$ cat config.mk
export PLATFORM = sky130hd
export DESIGN_NAME = alu_seq
export DESIGN_NICKNAME = d
export VERILOG_FILES = /design/src/rtl/alu_seq.sv
export SDC_FILE = /design/constraint.sdc
export NUM_CORES = 1
export LEC_CHECK = 0
export CAP_MARGIN = 20
export CORE_UTILIZATION = 23
export CTS_BUF_LIST = sky130_fd_sc_hd__clkbuf_8
export DETAILED_ROUTE_END_ITERATION = 7
export GPL_TIMING_DRIVEN = 0
export PLACE_DENSITY = 0.36
export SLEW_MARGIN = 20
export SYNTH_ARGS = -nofsm -noshare
export SYNTH_HDL_FRONTEND = slang
export SYNTH_SLANG_ARGS = --single-unit
$ cat constraint.sdc
create_clock -name clk -period 5.6 [get_ports clk]
set_clock_uncertainty 0.05 [all_clocks]
set_input_delay 1.68 -clock clk [delete_from_list [all_inputs] [get_ports clk]]
set_output_delay 1.68 -clock clk [all_outputs]
set_load 0.01 [all_outputs]
$ cat src/rtl/alu_seq.sv
// Registered W-bit ALU with Z/N/C/V flags and a start/busy/done handshake.
// Logic ops, add/sub and shifts finish in one clock; shift-and-add multiply takes W clocks.
module alu_seq #(
  parameter int W      = 8,
  parameter bit MUL_EN = 1'b1
) (
  input  logic         clk,
  input  logic         rst_n,
  input  logic         start,
  input  logic         sub,
  input  logic [2:0]   afs,
  input  logic [W-1:0] a,
  input  logic [W-1:0] b,
  output logic [W-1:0] res,
  output logic         z,
  output logic         n,
  output logic         c,
  output logic         v,
  output logic         busy,
  output logic         done
);

  localparam logic [0:0]   IDLE    = 1'b0;
  localparam logic [0:0]   MUL     = 1'b1;
  localparam logic [W-1:0] LAST    = W'(W - 1);
  localparam logic [W-1:0] WIDTH_V = W'(W);

  // Returns {carry, overflow, sum}; subtract is x + ~y + 1.
  function automatic logic [W+1:0] f_addsub(input logic [W-1:0] x, input logic [W-1:0] y,
                                            input logic s);
    logic [W-1:0] yy;
    logic [W:0]   sum;
    yy  = s ? ~y : y;
    sum = {1'b0, x} + {1'b0, yy} + {{W{1'b0}}, s};
    return {sum[W], (x[W-1] == yy[W-1]) && (sum[W-1] != x[W-1]), sum[W-1:0]};
  endfunction

  // Returns {last bit shifted out, result}; zero amount passes x through with no carry.
  function automatic logic [W:0] f_shift(input logic [W-1:0] x, input logic [W-1:0] amt,
                                         input logic left);
    logic [2*W-1:0] ext;
    if (amt == '0) begin
      return {1'b0, x};
    end else if (amt >= WIDTH_V) begin
      return '0;
    end else if (left) begin
      ext = {{W{1'b0}}, x} << amt;
      return {ext[W], ext[W-1:0]};
    end else begin
      ext = {x, {W{1'b0}}} >> amt;
      return {ext[W-1], ext[2*W-1:W]};
    end
  endfunction

  logic [0:0]     state_q, state_d;
  logic [W-1:0]   res_q, res_d;
  logic           z_q, z_d, n_q, n_d, c_q, c_d, v_q, v_d;
  logic           done_q, done_d;
  logic [2*W-1:0] acc_q, acc_d, mcand_q, mcand_d, acc_step;
  logic [W-1:0]   mplier_q, mplier_d, cnt_q, cnt_d;
  logic [W-1:0]   op_res;
  logic           op_c, op_v;

  always_comb begin
    op_res = '0;
    op_c   = 1'b0;
    op_v   = 1'b0;
    case (afs)
      3'b000:  op_res = a ^ b;
      3'b001:  op_res = a & b;
      3'b010:  op_res = a | b;
      3'b011:  {op_c, op_v, op_res} = f_addsub(a, b, sub);
      3'b100:  {op_c, op_res} = f_shift(a, b, 1'b1);
      3'b101:  {op_c, op_res} = f_shift(a, b, 1'b0);
      default: ;
    endcase
  end

  assign acc_step = acc_q + (mplier_q[0] ? mcand_q : '0);

  always_comb begin
    state_d  = state_q;
    res_d    = res_q;
    z_d      = z_q;
    n_d      = n_q;
    c_d      = c_q;
    v_d      = v_q;
    done_d   = 1'b0;
    acc_d    = acc_q;
    mcand_d  = mcand_q;
    mplier_d = mplier_q;
    cnt_d    = cnt_q;
    case (state_q)
      IDLE: begin
        if (start) begin
          if (MUL_EN && afs == 3'b110) begin
            state_d  = MUL;
            acc_d    = '0;
            mcand_d  = {{W{1'b0}}, a};
            mplier_d = b;
            cnt_d    = '0;
          end else begin
            res_d  = op_res;
            z_d    = (op_res == '0);
            n_d    = op_res[W-1];
            c_d    = op_c;
            v_d    = op_v;
            done_d = 1'b1;
          end
        end
      end
      default: begin
        acc_d    = acc_step;
        mcand_d  = mcand_q << 1;
        mplier_d = mplier_q >> 1;
        cnt_d    = cnt_q + W'(1);
        if (cnt_q == LAST) begin
          state_d = IDLE;
          res_d   = acc_step[W-1:0];
          z_d     = (acc_step[W-1:0] == '0);
          n_d     = acc_step[W-1];
          c_d     = |acc_step[2*W-1:W];
          v_d     = |acc_step[2*W-1:W];
          done_d  = 1'b1;
        end
      end
    endcase
  end

  always_ff @(posedge clk or negedge rst_n) begin
    if (!rst_n) begin
      state_q <= IDLE;
      res_q   <= '0;
      z_q     <= 1'b0;
      n_q     <= 1'b0;
      c_q     <= 1'b0;
      v_q     <= 1'b0;
      done_q  <= 1'b0;
    end else begin
      state_q <= state_d;
      res_q   <= res_d;
      z_q     <= z_d;
      n_q     <= n_d;
      c_q     <= c_d;
      v_q     <= v_d;
      done_q  <= done_d;
    end
  end

  // Multiplier working registers are always loaded before use, so they carry no reset.
  always_ff @(posedge clk) begin
    acc_q    <= acc_d;
    mcand_q  <= mcand_d;
    mplier_q <= mplier_d;
    cnt_q    <= cnt_d;
  end

  assign res  = res_q;
  assign z    = z_q;
  assign n    = n_q;
  assign c    = c_q;
  assign v    = v_q;
  assign busy = (state_q == MUL);
  assign done = done_q;

endmodule

* Word-level counts from Yosys, hierarchy flattened
Index checks and enable logic that the tools add are counted.
** Storage, ports and cells
- Bits in registers :: 62
- Input bits :: 23
- Output and inout bits :: 14
- Logic and storage cells :: 94
** Operators by class
- Add/sub/neg operators :: 4
- $lt $le $gt $ge :: 1
- Eq/ne operators :: 11
- Shift operators :: 2
- Muxes and demuxes :: 48
- Bitwise operators :: 4
- Reduce and logical (&&, ||, !) cells :: 11
** Operator list (count)
- 16-bit 2-to-1 mux :: 7
- 8-bit 2-to-1 mux :: 8
- 8-bit case mux with 6 select lines :: 1
- 9-bit 2-to-1 mux :: 4
- 8-bit zero test :: 3
- 1-bit 2-to-1 mux :: 24
- 7-bit 2-to-1 mux :: 3
- 16-bit adder :: 1
- 16-bit by 8-bit right shift with 16-bit output :: 1
- 8-bit by 8-bit adder with 9-bit output :: 1
- 9-bit by 1-bit adder with 9-bit output :: 1
- 3-bit == test, second input constant :: 3
- 8-bit by 8-bit left shift with 9-bit output :: 1
- 8-bit by 1-bit adder with 8-bit output, second input constant :: 1
- 8-bit AND :: 1
- 8-bit by 3-bit == test with 1-bit output, second input constant :: 1
- 8-bit by 4-bit >= comparator with 1-bit output, second input constant :: 1
- 8-bit NOT :: 1
- 8-bit OR :: 1
- 8-bit OR reduction :: 1
- 8-bit bitwise XOR :: 1
- 3-bit by 2-bit == test with 1-bit output, second input constant :: 2
- 2-bit AND reduction :: 2
- 2-bit nonzero test :: 2
- 9 further kinds :: 9

* Logic depth before layout (Yosys ltp)
- Word-level depth :: 10
- Depth in mapped cells :: 12

* Worst setup path after synthesis
Ideal clock, no wire load.
- Path kind :: input -> register
- Start point :: input port b[1]
- End point :: register z_q (netlist: z)
- Library setup time :: 0.065 ns
- Arrival time :: 4.276 ns
- Required time :: 5.485 ns
- Setup slack :: 1.208 ns
- Stages :: 12
- Path buffers :: 2
- Cells stage by stage :: buf_2 buf_1 xor2_1 fa_1 a21o_1 a21oi_1 xnor2_1 mux4_2 a211oi_1 nand4_1 nor4_1 a211o_1
** Between the ends
- Longest elaborated chain between the ends :: 9
** RTL lines
- from (decl) :: RTL line 13 : input logic [W-1:0] b,
- 8-bit NOT :: RTL line 33 : yy = s ? ~y : y;
- 8-bit 2-to-1 mux :: RTL line 33
- 8-bit by 8-bit adder with 9-bit output :: RTL line 34 : sum = {1'b0, x} + {1'b0, yy} + {{W{1'b0}}, s};
- 9-bit by 1-bit adder with 9-bit output :: RTL line 34
- 8-bit case mux with 6 select lines * :: RTL line 68 : case (afs)
- 8-bit zero test * :: RTL line 104 : z_d = (op_res == '0);
- 1-bit 2-to-1 mux * :: RTL line 96 : if (MUL_EN && afs == 3'b110) begin
- 1-bit 2-to-1 mux * :: RTL line 95 : if (start) begin
- 1-bit 2-to-1 mux * :: RTL line 93 : case (state_q)
- to (signal assigned) :: RTL line 142 : z_q <= z_d;
- to (decl) :: RTL line 57 : logic z_q, z_d, n_q, n_d, c_q, c_d, v_q, v_d;
Every way passes the cells marked *; elsewhere a longest branch is shown, timed or not. The select of a mux whose other input is x is not followed.
A chain may end at the register's enable or synchronous reset.

* Worst setup path after layout
Ends and elaborated chain as after synthesis.

==> results.sh <==
export IMPL_utilization_pct=27.5
export IMPL_overflow=0
export IMPL_cts_setup_buffers=0
export IMPL_clk_insertion_delay_late_ns=0.37
export IMPL_path_buf_inv=3
export IMPL_place_gp_congestion=0.851
export IMPL_dieHeight_um=151
export IMPL_slowest_delay_ns=0.48
export IMPL_dp_hpwl_mm=12.0
export IMPL_cts_inserted_buffers=9
export IMPL_synth_area_leaders="edfxtp_1 (27%), ha_1 (9.6%), dfrtp_1 (6.4%), and2_1 (4.3%), mux2i_1 (3.9%)"
export IMPL_rows=54
export IMPL_synth_edf_count=46
export IMPL_crit_type="in2reg"
export IMPL_worst_pin_slew_ns=0.922
export IMPL_critPathArrivalTime_ns=5.44
export IMPL_hold_viol=0
export IMPL_fp_coreArea_um2=21800
export IMPL_regArea_um2=1750
export IMPL_root_buffer="clkbuf_8"
export IMPL_ant_nets=0
export IMPL_antenna_found_initial=0
export IMPL_syn_avg_cell_area_um2=9.06
export IMPL_syn_nets=626
export IMPL_vdd_drop_max_mv=0.158
export IMPL_maxCapViolCount=0
export IMPL_required_ns=5.85
export IMPL_cts_tree="done"
export IMPL_setup_viol=0
export IMPL_fill_cells=2387
export IMPL_powerDensity_nw_per_um2=419
export IMPL_grt_max_degree=48
export IMPL_start_util_pct=23.4
export IMPL_synth_most_common_cell="nand2_1"
export IMPL_cpMaxStageDelayCell="clkdlybuf4s50_1"
export IMPL_grt_first_pass_wirelength_mm=25.5
export IMPL_wl_mm=16.2
export IMPL_vias=4440
export IMPL_ctsHtreeMaxLevel=3
export IMPL_synth_common_cells="nand2_1 (51), nor2_1 (47), edfxtp_1 (46)"
export IMPL_endpoint_kind="flop"
export IMPL_synth_seq_area_share_pct=34.3
export IMPL_cp_top_family="buffers and inverters"
export IMPL_path_clk_slew_ns=0.08
export IMPL_power_leakage_nw=2.39
export IMPL_timing_fmax_mhz=193
export IMPL_drt_vias_per_instance=4.98
export IMPL_first_global_vias=4444
export IMPL_rsz0062_at_grt="false"
export IMPL_yosysTopAreaCell="edfxtp_1"
export IMPL_final_max_slew_violation_count=0
export IMPL_syn_inst=562
export IMPL_dr_wl_met3_um=552
export IMPL_ctsLongestPathBuffers=2
export IMPL_hold_class="reg2reg"
export IMPL_drt_iter0_markers=251
export IMPL_ys_async_sr_fraction_pct=21.3
export IMPL_cts_hold_repair_buffers=0
export IMPL_dr_pass1_iters=4
export IMPL_ys_ff_latch=61
export IMPL_ctsResizeCount=0
export IMPL_yosys_warnings=0
export IMPL_crit_path_start_kind="input pin"
export IMPL_post_drt_wl_per_cell_um=18.1
export IMPL_synth_top_cell_area_share_pct=27.1
export IMPL_multi_input_area_um2=3110
export IMPL_synth_ff_type="edfxtp_1"
export IMPL_crit_chain="clkdlybuf4s50_1, buf_2, buf_1, xor2_1, fa_1, a21o_1, a21oi_1, xnor2_1, mux4_2, a211oi_1, nand4_1, nor4_1, a211o_1"
export IMPL_grt_usage_pct=15.0
export IMPL_clkSinkCount=61
export IMPL_syn_to_final_growth_pct=17.3
export IMPL_fin_crit_sh_pct=92.5
export IMPL_drc_errors=0
export IMPL_io_buffers=34
export IMPL_drive_gt1_share_pct=6.05
export IMPL_insertedDiodeCount=0
export IMPL_dieArea_um2=22700
export IMPL_die_w_um=151
export IMPL_wl_met1_mm=7.82
export IMPL_synth_area_um2=5090
export IMPL_ios=37
export IMPL_crit_fanout=10
export IMPL_power_w=0.00251
export IMPL_fin_crit_ns=5.18
export IMPL_highest_layer="met4"
export IMPL_ys_types=73
export IMPL_slew_headroom_pct=37.7
export IMPL_wl_met2_mm=7.36
export IMPL_nets=671
export IMPL_status="finished, final reports clean"
[metal layers]
metal  vias up  global-route usage [%]
li1       2148                       -
met1      2163                    20.2
met2       105                    23.9
met3        24                    2.44
met4         0                    6.00
met5         -                       0
[cells by family (layout without fill, tap and decap cells)]
kind of cell,after synthesis,count (layout),share of synthesized area [%]
AND/OR/NAND/NOR,202,202,20.6
AO/OA/AOI/OAI,139,139,17.8
flip-flops,61,61,34.3
buffers and inverters,61,111,4.69
adder cells (fa/ha/maj),41,41,10.4
XOR/XNOR,29,29,4.99
multiplexers,29,29,7.25
[metrics by stage]
| step | instances | area (µm²) | setup TNS [ns] | setup slack (ns) | hold slack [ns] |
|---|---|---|---|---|---|
| 6_report | 892 | 5980 | 0 | 0.420 | 0.463 |
| 2_1_floorplan | 562 | 5090 | 0 | 1.21 | 0.410 |
| 3_3_place_gp | 876 | 5780 | -0.0235 | -0.0235 | 0.427 |
| 4_1_cts | 892 | 5980 | 0 | 0.353 | 0.465 |
| 3_5_place_dp | 876 | 5790 | -0.0347 | -0.0347 | 0.445 |
| 5_1_grt | 892 | 5980 | 0 | 0.155 | 0.490 |
[final timing paths]
check                            start           to  slack, ns  depth (start not counted)
min in group asynchronous        rst_n       res[3]       1.66                          1
max reg2reg                mplier_q[0]            c       1.55                         11
max in group asynchronous        rst_n            c       3.43                          1
max                               b[1]            z       0.42                         13
min reg2reg                mplier_q[7]  mplier_q[7]       0.46                          2
min                        mplier_q[7]  mplier_q[7]       0.46                          2
[worst register-to-register path, stage by stage (launching register included)]
cell and delay, ns:
edfxtp_1 0.48, clkbuf_1 0.41, and2_1 0.22, ha_1 0.29, a211o_1 0.35, nand2_1 0.09, nand4_1 0.13, a41o_1 0.37
and4b_1 0.22, a311o_1 0.35, nor4_1 0.74, a21oi_1 0.18
[flip-flops by register name, indices dropped and copies added, names as in the netlist]
register and flops:
acc_q 16, mcand_q 16, cnt_q 8, mplier_q 8, res 8, busy 1, c 1, done 1
v 1, z 1
[cell type report]
type / instances / share of cell area, %
Buffer: 32 / 2.18
Timing Repair Buffer: 34 / 5.70
Multi-Input combinational cell: 440 / 52.0
Clock buffer: 9 / 2.07
Inverter: 29 / 1.82
Sequential cell: 61 / 29.2
Clock inverter: 7 / 1.11
Tap cell: 280 / 5.86
[cells in the final DEF (no fill, tap or decap), drive strengths merged, types with 14 or more instances in the layout]
cell type,n
mux2i,20
ha,39
inv,29
clkbuf,31
and2,35
o21ai,36
nor2,47
edfxtp,46
xor2,14
clkdlybuf4s50,34
nand2,51
xnor2,15
a21oi,29
[report_power, final]
| part | internal (W) | total (W) | leakage (nW) | switching (W) |
|---|---|---|---|---|
| clock network | 0.000202 | 0.000405 | 0.0903 | 0.000203 |
| registers | 0.000771 | 0.000884 | 0.681 | 0.000113 |
| logic | 0.000533 | 0.00122 | 1.62 | 0.000684 |
No activity file was read; power rests on OpenSTA's default activity.
